### src/rtl/multicycle_controller.sv
// multicycle_controller: multi-cycle sequencing FSM for a MIPS-style datapath.
// It steps each instruction through FETCH / DECODE / EXEC / MEM / WB and drives
// the datapath write enables, mux selects and the ALU-op code. It also counts
// retired instructions.
//
// Ports:
//   CLK, RST          clock (rising edge) and asynchronous active-high reset
//   run               1 = execute; 0 = stop at the next instruction boundary
//   op, funct         instruction[31:26] / instruction[5:0] from the IR
//   zero              ALU zero flag (used live for beq in EXEC)
//   mem_ready         data memory completed the current access
//   pc_we, pc_src     PC load enable; 00 PC+4, 01 branch, 10 jump
//   ir_we             instruction register load
//   reg_we, reg_dst   register write enable; 1 = rd, 0 = rt
//   alu_src, alu_op   0 = reg B, 1 = immediate; 000 add, 001 sub, 010 funct
//   mem_re, mem_we    data memory read / write strobes
//   wb_sel            1 = ALU result, 0 = memory data
//   state, halted     current state code; 1 while in HALT
//   err               00 none, 01 illegal opcode, 10 memory timeout (sticky)
//   retired           retired-instruction counter
module multicycle_controller #(
  parameter int unsigned MEM_TIMEOUT = 16
) (
  input  logic        CLK,
  input  logic        RST,
  input  logic        run,
  input  logic [5:0]  op,
  input  logic [5:0]  funct,
  input  logic        zero,
  input  logic        mem_ready,
  output logic        pc_we,
  output logic [1:0]  pc_src,
  output logic        ir_we,
  output logic        reg_we,
  output logic        reg_dst,
  output logic        alu_src,
  output logic [2:0]  alu_op,
  output logic        mem_re,
  output logic        mem_we,
  output logic        wb_sel,
  output logic [2:0]  state,
  output logic        halted,
  output logic [1:0]  err,
  output logic [31:0] retired
);

  localparam logic [2:0] StIdle   = 3'd0;
  localparam logic [2:0] StFetch  = 3'd1;
  localparam logic [2:0] StDecode = 3'd2;
  localparam logic [2:0] StExec   = 3'd3;
  localparam logic [2:0] StMem    = 3'd4;
  localparam logic [2:0] StWb     = 3'd5;
  localparam logic [2:0] StHalt   = 3'd6;

  localparam logic [5:0] OpRtype = 6'b000000;
  localparam logic [5:0] OpAddi  = 6'b001000;
  localparam logic [5:0] OpLw    = 6'b100011;
  localparam logic [5:0] OpSw    = 6'b101011;
  localparam logic [5:0] OpBeq   = 6'b000100;
  localparam logic [5:0] OpJ     = 6'b000010;

  localparam int unsigned   CntW     = $clog2(MEM_TIMEOUT + 1);
  // Counter value seen during the MEM_TIMEOUT-th MEM cycle.
  localparam logic [CntW-1:0] WaitLast = CntW'(MEM_TIMEOUT - 1);

  logic [2:0]      state_q, state_d;
  logic [5:0]      op_q;
  logic [5:0]      funct_q;
  logic [CntW-1:0] wait_q, wait_d;
  logic [1:0]      err_q, err_d;
  logic [31:0]     retired_q, retired_d;
  logic            op_legal;
  logic            retire;

  // The ALU control block decodes funct straight from the IR; the latched copy
  // is kept only so both instruction fields are frozen together.
  logic unused_funct;
  assign unused_funct = ^funct_q;

  always_ff @(posedge CLK or posedge RST) begin
    if (RST) begin
      state_q   <= StIdle;
      op_q      <= 6'd0;
      funct_q   <= 6'd0;
      wait_q    <= '0;
      err_q     <= 2'b00;
      retired_q <= 32'd0;
    end else begin
      state_q   <= state_d;
      wait_q    <= wait_d;
      err_q     <= err_d;
      retired_q <= retired_d;
      if (state_q == StDecode) begin
        op_q    <= op;
        funct_q <= funct;
      end
    end
  end

  always_comb begin
    op_legal = 1'b0;
    case (op)
      OpRtype, OpAddi, OpLw, OpSw, OpBeq, OpJ: op_legal = 1'b1;
      default:                                 op_legal = 1'b0;
    endcase
  end

  always_comb begin
    state_d   = state_q;
    wait_d    = wait_q;
    err_d     = err_q;
    retired_d = retired_q;
    retire    = 1'b0;
    case (state_q)
      StIdle:   if (run) state_d = StFetch;
      StFetch:  state_d = StDecode;
      StDecode: begin
        if (op_legal) begin
          state_d = StExec;
        end else begin
          state_d = StHalt;
          err_d   = 2'b01;
        end
      end
      StExec: begin
        case (op_q)
          OpRtype, OpAddi: state_d = StWb;
          OpLw, OpSw: begin
            state_d = StMem;
            wait_d  = '0;
          end
          OpBeq, OpJ: retire = 1'b1;
          default: begin
            state_d = StHalt;
            err_d   = 2'b01;
          end
        endcase
      end
      StMem: begin
        if (mem_ready) begin
          if (op_q == OpLw) state_d = StWb;
          else              retire  = 1'b1;
        end else if (wait_q == WaitLast) begin
          state_d = StHalt;
          err_d   = 2'b10;
        end else begin
          wait_d = wait_q + 1'b1;
        end
      end
      StWb:    retire  = 1'b1;
      StHalt:  state_d = StHalt;
      default: state_d = StIdle;
    endcase
    if (retire) begin
      state_d   = run ? StFetch : StIdle;
      retired_d = retired_q + 32'd1;
    end
  end

  always_comb begin
    pc_we   = 1'b0;
    pc_src  = 2'b00;
    ir_we   = 1'b0;
    reg_we  = 1'b0;
    reg_dst = 1'b0;
    alu_src = 1'b0;
    alu_op  = 3'b000;
    mem_re  = 1'b0;
    mem_we  = 1'b0;
    wb_sel  = 1'b0;
    halted  = 1'b0;
    case (state_q)
      StFetch: ir_we = 1'b1;
      StExec: begin
        case (op_q)
          OpRtype: alu_op = 3'b010;
          OpAddi, OpLw, OpSw: alu_src = 1'b1;
          OpBeq: begin
            alu_op = 3'b001;
            pc_we  = 1'b1;
            pc_src = zero ? 2'b01 : 2'b00;
          end
          OpJ: begin
            pc_we  = 1'b1;
            pc_src = 2'b10;
          end
          default: ;
        endcase
      end
      StMem: begin
        // Address path held stable for the whole access.
        alu_src = 1'b1;
        mem_re  = (op_q == OpLw);
        mem_we  = (op_q == OpSw);
        pc_we   = (op_q == OpSw) && mem_ready;
      end
      StWb: begin
        reg_we  = 1'b1;
        pc_we   = 1'b1;
        reg_dst = (op_q == OpRtype);
        wb_sel  = (op_q != OpLw);
      end
      StHalt:  halted = 1'b1;
      default: ;
    endcase
  end

  assign state   = state_q;
  assign err     = err_q;
  assign retired = retired_q;

endmodule

### config.mk
export PLATFORM = sky130hd
export DESIGN_NAME = multicycle_controller
export DESIGN_NICKNAME = d
export VERILOG_FILES = /design/src/rtl/multicycle_controller.sv
export SDC_FILE = /design/constraint.sdc
export NUM_CORES = 1
export LEC_CHECK = 0
export ABC_AREA = 1
export CAP_MARGIN = 15
export CORE_ASPECT_RATIO = 2
export CORE_MARGIN = 3
export CORE_UTILIZATION = 45
export CTS_BUF_LIST = sky130_fd_sc_hd__clkbuf_4 sky130_fd_sc_hd__clkbuf_8
export CTS_CLUSTER_DIAMETER = 40
export DETAILED_ROUTE_END_ITERATION = 8
export PLACE_DENSITY = 0.72
export RECOVER_POWER = 100
export SETUP_SLACK_MARGIN = 0.4
export SYNTH_ARGS = -nofsm -noshare
export SYNTH_HDL_FRONTEND = slang
export SYNTH_SLANG_ARGS = --single-unit
### constraint.sdc
create_clock -name CLK -period 3.8 [get_ports CLK]
set_input_delay 0.57 -clock CLK [delete_from_list [all_inputs] [get_ports CLK]]
set_output_delay 0.57 -clock CLK [all_outputs]
set_load 0.05 [all_outputs]
* Yosys cells after proc, flatten, opt, wreduce, memory -nomap -nowiden
Cells that the tools add are included.
Storage, ports and cells: register bits after elaboration 48, input port bits 17, output and inout port bits 51, logic and storage cells 89
Operators by class: $add $sub $neg 2, equality and inequality tests 29, multiplexer cells 38, reduce and logical (&&, ||, !) cells 15
Operator list (number):
- adder 32 x 1 -> 32 bit (second input constant) | 1
- equality test 6 bit (second input constant) | 4
- case mux 3 bit (7 select lines) | 1
- two-way mux 3 bit | 6
- two-way mux 5 bit | 3
- two-way mux 1 bit | 14
- equality test 6 x 2 -> 1 bit (second input constant) | 2
- equality test 6 x 3 -> 1 bit (second input constant) | 2
- equality test 6 x 4 -> 1 bit (second input constant) | 2
- logical NOT 6 bit | 2
- two-way mux 2 bit | 6
- inequality test 2 bit (second input constant) | 6
- OR reduction 6 bit | 2
- case mux 5 bit (2 select lines) | 1
- AND reduction 5 bit | 2
- equality test 3 bit (second input constant) | 3
- case mux 3 bit (3 select lines) | 1
- inequality test 4 bit (second input constant) | 2
- case mux 2 bit (2 select lines) | 2
- equality test 3 x 2 -> 1 bit (second input constant) | 2
- inequality test 3 bit (second input constant) | 2
- inequality test 6 bit (second input constant) | 1
- case mux 1 bit (3 select lines) | 2
- case mux 2 bit (3 select lines) | 1
- 12 further kinds | 14

* Depth between registers and ports, before layout
Gate-level depths: netlist of run 1.
depth after elaboration 6, mapped depth 11, mapped depth without buffers 11

* Worst setup path after synthesis of run 1
Ideal clock, no wire load.
path type reg2out, start register state_q[2], in the netlist state[2], end output port pc_src[0], data arrival time 2.364 ns, required time 3.230 ns, slack 0.866 ns, stages on the path, launching flop included 6, path buffers 0, cell sequence dfrtp_1 -> inv_2 -> nand2_2 -> nor2_4 -> inv_2 -> nor3b_1
Between the ends: word-level cells in the longest chain between the ends 2
RTL lines:
- start: declaration | RTL line 66 | logic [2:0] state_q, state_d;
- start signal: assignment | RTL line 82 | state_q <= StIdle;
- start signal: assignment | RTL line 89 | state_q <= state_d;
- equality test 3 x 2 -> 1 bit | RTL line 172 | case (state_q)
- two-way mux 2 bit | RTL line 172
- end: declaration | RTL line 32 | output logic [1:0] pc_src,
No other way between the ends.

* Worst setup path in the final report of run 1
Ends and elaborated chain as after synthesis.

==> results of run 1 <==
==> through the flow <==
| stage | worst slack [ns] | total power, mW | hold slack (ns) | util (%) |
|---|---|---|---|---|
| detailed placement | 1.038 | 1.864 | 0.4642 | 57.05 |
| finish | 0.6962 | 2.085 | 0.4824 | 57.57 |
| global placement | 1.012 | 1.843 | 0.4620 | 57.05 |
| CTS | 0.7749 | 2.153 | 0.4864 | 58.07 |
| floorplan | 0.8664 | 1.555 | 0.4790 | - |
| global route | 0.4926 | 2.226 | 0.5159 | 57.57 |
==> power by group <==
group | internal [mW] | total [mW] | leakage, nW | switching (mW)
Combinational | 0.286 | 1.04 | 1.25 | 0.755
Sequential | 0.624 | 0.757 | 0.645 | 0.133
Clock | 0.119 | 0.288 | 0.0359 | 0.168
==> final cells by class <==
class | count | area share (%)
sequential | 48 | 31.02
timing repair buffer | 62 | 15.70
inverter | 33 | 3.199
multi-input combinational | 393 | 45.46
clock buffer | 5 | 1.777
tap | 88 | 2.843
==> flip-flops by register name, summed over array words and instances (netlist names) <==
signal / cells
err: 2
op_q: 6
retired: 32
state: 3
wait_q: 5
==> path summary, 6_finish.rpt <==
check                      startpoint           to  cells after the start
max in group asynchronous         RST   retired[0]                      2
hold / removal                 err[0]       err[0]                      2
setup / recovery             state[2]    pc_src[0]                      6
setup reg to reg              op_q[0]  retired[16]                      8
hold reg to reg                err[0]       err[0]                      2
min in group asynchronous         RST  retired[30]                      2
==> cell usage after synthesis, drive strengths merged <==
library cell	instances
nand2	231
nor2	74
dfrtp	48
inv	33
o21ai	21
nand3	16
nand3b	16
xor2	13
buf	8
nand4	5
a21oi	4
ha	3
xnor2	3
nor3	2
o211ai	2
conb	1
nor3b	1
o31ai	1
==> logic make-up (layout without fill, tap and decap cells) <==
kind of cell | count (synthesis) | after routing
flip-flops | 48 | 48
adder cells (fa/ha/maj) | 3 | 3
AO/OA/AOI/OAI | 28 | 28
buffers and inverters | 41 | 100
other | 1 | 1
XOR/XNOR | 16 | 16
AND/OR/NAND/NOR | 345 | 345
==> per-layer routing <==
layer  global-route usage (%)  share of wire, %  wire, um  vias to the layer above
li1                         -                 -         -                     1623
met1                    23.71                37      3234                     1464
met2                    42.20                56      4887                       93
met3                    2.708               3.2       281                       25
met4                    13.94               4.5       396                        0
met5                        0                 0         0                        -
==> critical path, stage by stage (launching register included) <==
cell                            delay (ns)
sky130_fd_sc_hd__dfrtp_1              0.47
sky130_fd_sc_hd__inv_1                0.18
sky130_fd_sc_hd__nand2_1              0.14
sky130_fd_sc_hd__nor2_4               0.21
sky130_fd_sc_hd__inv_2                0.11
sky130_fd_sc_hd__nor3b_1              0.21
sky130_fd_sc_hd__dlygate4sd3_1        0.90
==> results.md, run 1 <==
| Step | Result | Reported |
|:---|:---|:---|
| synth | Adder-cell share of the synthesized area | 1.182% |
| grt | Pin count of the biggest net entering global routing | 49 |
| pwr | Leakage power | 1.927 nW |
| run status | Run status | complete, but fails checks |
| floorplanning | Chip height | 124.8 um |
| floorplanning | Count of standard-cell rows | 42 |
| floorplanning | Die Wd | 65.40 um |
| timing | Worst max-slew margin expressed relative to the limit | -24.91% |
| synth | Gate count after technology mapping | 482 |
| clocking | Post-cts hold buffer count | 0 |
| synth | XOR/XNOR Fraction of Synth Area | 4.413% |
| grt | First-pass GRT wire length | 14,610 um |
| final layout | Number of nets at the end of the flow | 563 |
| grt | Via count of the first global-routing pass | 3,203 |
| timing | RSZ-0062 raised after global routing | false |
| critical path | Classification of the worst setup path | reg2out |
| final layout | Commonest cells after routing, fill and taps aside | sky130_fd_sc_hd__nand2_1 (229), sky130_fd_sc_hd__nor2_1 (67), sky130_fd_sc_hd__dlygate4sd3_1 (51) |
| timing | Final number of hold-violating endpoints | 0 |
| synth | Synth area leader | sky130_fd_sc_hd__dfrtp_1 |
| grt | GR Overflow Total | 0 |
| critical path | Setup slack of the worst register-to-register path | 0.73 ns |
| synth | Area share of and/or/nand/nor cells after synthesis | 45.55% |
| detailed routing | Routed len/inst | 13.99 um |
| floorplanning | Top-Level Pins | 68 |
| critical path | Maximum fanout along the worst path | 8 |
| detailed routing | Aggregate routed wire length | 8800 um |
| run status | Violated checks | max-capacitance violations, max-slew violations |
| clocking | Num CTS Buffers | 5 |
| synth | Dominant cells by area after synthesis | sky130_fd_sc_hd__dfrtp_1 (38%), sky130_fd_sc_hd__nand2_1 (27%), sky130_fd_sc_hd__nor2_1 (7.8%) |
| place | HPWL reported at the end of detailed placement | 6742 um |
| synth | Number of different library cells in the post-synthesis netlist | 28 |
| clocking | Longest Clk Path Bufs | 2 |
| timing | Peak Freq | 322.2 MHz |
| place | Placed Area | 3837 um^2 |
| clocking | Clock tree sinks | 48 |
| final layout | Most frequent standard cell in the layout excluding fill and tap cells | sky130_fd_sc_hd__nand2_1 |
| grt | Number of antenna violations at the first check in global routing | 0 |
| min path | Classification of the worst-slack hold path | reg2reg |
| synth | Syn Area/Cell | 6.588 um^2 |
| final layout | ANT cells | 0 |
| synth | Area fraction of the dominant cell type after synthesis | 37.83% |
| final layout | Area occupied by multi-input gates | 1760 um^2 |
| timing | Count of endpoints failing setup in the final report | 0 |
| pwr | Worst voltage drop across the vdd grid | 452.1 uV |
| final layout | Final instance area | 3872 um^2 |
| pwr | Power density of the placed cells | 538.4 nW/um^2 |
| clocking | Number of levels in the clock H-tree | 2 |
| place | DP Cell Count | 624 |
| final layout | Final Non-Filler Cells | 629 |
| detailed routing | Post-detailed-route DRC marker count | 0 |
| detailed routing | Violation count after the first detailed-routing iteration | 203 |
| place | Final RePlAce weighted congestion | 0.9803 |
| floorplanning | Core area | 6726 um^2 |
| detailed routing | Remaining number of nets flagged by the antenna check after routing | 0 |
| flow run | Number of violations of the max-capacitance limit | 1 |
| synth | Share of synthesized area spent on multiplexers | 0% |
| critical path | CP Data Arrival Time | 2.53 ns |
| timing | Final Slew Violations | 49 |
| timing | Final Critical Period | 3.104 ns |
| clocking | Root buffer cell | sky130_fd_sc_hd__clkbuf_8 |
| clocking | TritonCTS clock tree | yes |
| critical path | Critical path launch point type | flip-flop |
| synth | Register bit total from synthesis | 48 |
| synth | Area of the mapped netlist | 3176 um^2 |
| floorplanning | Initial core utilization | 47.21% |
| clocking | Skew-Pair Late Insertion Delay | 0.30 ns |
| synth | Warnings, synthesis | 0 |
| synth | Net count of the mapped netlist | 502 |
| timing | Final sum of negative setup slack | 0 ns |
| final layout | Synth-to-layout area growth | 21.95% |
| detailed routing | Vias/cell | 5.095 |
| synth | Seq/Total Area, Yosys | 37.83% |
| detailed routing | Router iterations before antenna repair | 5 |
| timing | Slew @ Worst Pin | 1.872 ns |
| place | Count of port buffers added during placement | 60 |
| timing | Final critical-path share of the clock period | 81.68% |
| synth | Post-synthesis compound-gate area fraction | 5.004% |
| timing | Worst clock skew | 0.005661 ns |
| critical path | Kind of end point of the critical path | primary output |
| synth | Main combinational cell family by area after synthesis | simple AND/OR/NAND/NOR gates |
| clocking | Number of instances resized during post-cts repair | 0 |
| clocking | CTS clk-pin slew, worst paths | 0.08 ns |
| floorplanning | Die ar. | 8162 um^2 |
| grt | Total track usage | 23.03% |
| detailed routing | Via total after detailed routing | 3,205 |
| clocking | Buffers inserted during post-CTS setup optimization | 0 |
| final layout | Proportion of layout cells with a drive suffix above 1 | 2.957% |
| final layout | Count of fill cells added during filler insertion | 712 |
| final layout | Total area of sequential cells | 1201 um^2 |
| critical path | Data required time at the worst endpoint | 3.23 ns |
(Power assumes the default switching activity.)
==> run 2: changes to the inputs <==
- clock period: 3.8 -> 3.05 ns (I/O delays scaled with it)
==> results.md, run 2 (synthesis gave the netlist of run 1 again) <==
| Step | Result | Reported | Change |
|:---|:---|:---|:---|
| run status | Run status | complete, no violations |  |
| clocking | Longest Clk Path Bufs | 2 | unchanged |
| floorplanning | Die Wd | 65.40 um | unchanged |
| timing | Count of endpoints failing setup in the final report | 0 | unchanged |
| critical path | Kind of end point of the critical path | primary output |  |
| detailed routing | Aggregate routed wire length | 8678 um | -1.4% |
| detailed routing | Via total after detailed routing | 3,222 | +0.53% |
| detailed routing | Post-detailed-route DRC marker count | 0 | unchanged |
| detailed routing | Router iterations before antenna repair | 4 | -1 |
| floorplanning | Core area | 6726 um^2 | unchanged |
| final layout | Most frequent standard cell in the layout excluding fill and tap cells | sky130_fd_sc_hd__nand2_1 |  |
| critical path | Critical path launch point type | flip-flop |  |
| timing | Final critical-path share of the clock period | 87.00% |  |
| place | Count of port buffers added during placement | 60 | unchanged |
| min path | Classification of the worst-slack hold path | reg2reg |  |
| min path | HP Start | err[0] |  |
| timing | Final Critical Period | 2.654 ns |  |
| timing | Worst clock skew | 0.01085 ns | +0.005186 ns |
| timing | Final sum of negative setup slack | 0 ns | unchanged |
| floorplanning | Count of standard-cell rows | 42 | unchanged |
| critical path | Classification of the worst setup path | reg2out |  |
| clocking | Num CTS Buffers | 5 | unchanged |
| timing | RSZ-0062 raised after global routing | false |  |
| critical path | Crit path from | state[0] |  |
| critical path | Launching point of the worst reg2reg path | state[0] |  |
| detailed routing | Violation count after the first detailed-routing iteration | 201 | -0.99% |
| grt | Number of antenna violations at the first check in global routing | 0 | unchanged |
| final layout | Proportion of layout cells with a drive suffix above 1 | 3.676% | +0.72 points |
| pwr | Power density of the placed cells | 670.4 nW/um^2 | +25% |
| clocking | Number of levels in the clock H-tree | 2 | unchanged |
| grt | Via count of the first global-routing pass | 3,140 | -2.0% |
| detailed routing | Vias/cell | 5.098 | about the same |
| critical path | CP Data Arrival Time | 2.20 ns | -0.33 ns |
| final layout | Total area of sequential cells | 1201 um^2 | unchanged |
| critical path | Maximum fanout along the worst path | 8 | unchanged |
| timing | Final number of hold-violating endpoints | 0 | unchanged |
| pwr | Leakage power | 1.906 nW | -1.1% |
| grt | Pin count of the biggest net entering global routing | 35 | -29% |
| final layout | Number of nets at the end of the flow | 564 | +0.18% |
| grt | First-pass GRT wire length | 14,460 um | -1.0% |
| floorplanning | Top-Level Pins | 68 | unchanged |
| timing | Peak Freq | 376.8 MHz |  |
| final layout | Final Util | 57.31% | -0.26 points |
| flow run | Number of violations of the max-capacitance limit | 0 | -1 |
| final layout | Area occupied by multi-input gates | 1760 um^2 | unchanged |
| floorplanning | Die ar. | 8162 um^2 | unchanged |
| floorplanning | Chip height | 124.8 um | unchanged |
| timing | Final Slew Violations | 0 | -100% |
| clocking | Skew-Pair Late Insertion Delay | 0.31 ns | about the same |
| place | Final RePlAce weighted congestion | 0.9800 | about the same |
| pwr | Worst voltage drop across the vdd grid | 540.5 uV | +20% |
| detailed routing | Routed len/inst | 13.73 um | -1.9% |
| final layout | Commonest cells after routing, fill and taps aside | sky130_fd_sc_hd__nand2_1 (229), sky130_fd_sc_hd__nor2_1 (67), sky130_fd_sc_hd__dfrtp_1 (48) |  |
| critical path | Data required time at the worst endpoint | 2.59 ns | -0.64 ns |
| clocking | TritonCTS clock tree | yes |  |
| final layout | Largest register FFs | 32 | unchanged |
| final layout | Synth-to-layout area growth | 21.39% |  |
| grt | GR Overflow Total | 0 | unchanged |
| place | HPWL reported at the end of detailed placement | 6676 um | -0.98% |
| grt | Total track usage | 22.63% | -0.40 points |
| final layout | Count of fill cells added during filler insertion | 714 | +0.28% |
| floorplanning | Initial core utilization | 47.21% | unchanged |
| clocking | Root buffer cell | sky130_fd_sc_hd__clkbuf_8 |  |
| timing | Worst max-slew margin expressed relative to the limit | 16.28% | +41 points |
| clocking | CTS clk-pin slew, worst paths | 0.08 ns | about the same |
| final layout | ANT cells | 0 | unchanged |
| clocking | Buffers inserted during post-CTS setup optimization | 0 | unchanged |
| timing | Slew @ Worst Pin | 1.252 ns | -0.6193 ns |
| clocking | Clock tree sinks | 48 | unchanged |
| detailed routing | Remaining number of nets flagged by the antenna check after routing | 0 | unchanged |
-- run 2: what timing repair did --
action | 4_1_cts | 5_1_grt
hold buffers | 0 | 0
resized for setup | 6 | 7
setup endpoints to repair | 6 | 5
hold endpoints to repair | 0 | 0
-- run 2: worst max-delay path: stages, from the launching register on --
cell                              delay, ns
sky130_fd_sc_hd__dfrtp_1               0.47
sky130_fd_sc_hd__nor2_1                0.21
sky130_fd_sc_hd__nand2_1               0.23
sky130_fd_sc_hd__nor2_1                0.17
sky130_fd_sc_hd__clkdlybuf4s50_1       0.82
-- run 2: per-layer routing --
metal  wire length [um]  global-route usage (%)
met2               4794                   42.32
met5                  0                       0
met4                329                   10.88
met3                334                   2.978
met1               3219                   23.60
-- run 2: layout make-up --
cell class              instances  area share, %
flip-flops and latches         48          31.16
clock buffers                   6          1.980
multi-input cells             393          45.67
well taps                      88          2.856
inverters                      33          3.213
clock inverters                 1         0.1298
repair buffers                 63          15.00
-- run 2: worst paths after layout --
check,cells past startpoint,slack [ns],to
setup / recovery,4,0.40,mem_re
hold / removal,2,0.53,err[0]
setup reg to reg,6,0.58,retired[8]
hold reg to reg,2,0.53,err[0]
max in group asynchronous,3,1.16,retired[2]
min in group asynchronous,2,0.71,wait_q[3]
-- run 2: report_power, final --
| group | switching (mW) | leakage, nW | total (mW) | internal, mW |
|---|---|---|---|---|
| registers | 0.163 | 0.645 | 0.940 | 0.777 |
| logic | 0.929 | 1.22 | 1.27 | 0.343 |
| clock network | 0.206 | 0.0445 | 0.371 | 0.165 |
| total | 1.30 | 1.91 | 2.58 | 1.29 |
-- run 2: per-stage QoR --
| step | std cells | cell area, um^2 | worst slack [ns] | hold WS (ns) | total power [mW] |
|---|---|---|---|---|---|
| after global placement | 625 | 3850 | 0.5114 | 0.4772 | 2.298 |
| after detailed placement | 625 | 3850 | 0.5131 | 0.4827 | 2.318 |
| after global routing | 632 | 3855 | 0.2283 | 0.5327 | 2.774 |
| after CTS | 632 | 3924 | 0.4169 | 0.4673 | 2.694 |
| final | 632 | 3855 | 0.3964 | 0.5259 | 2.584 |
| after floorplan | 482 | 3181 | 0.6143 | 0.4790 | 1.938 |
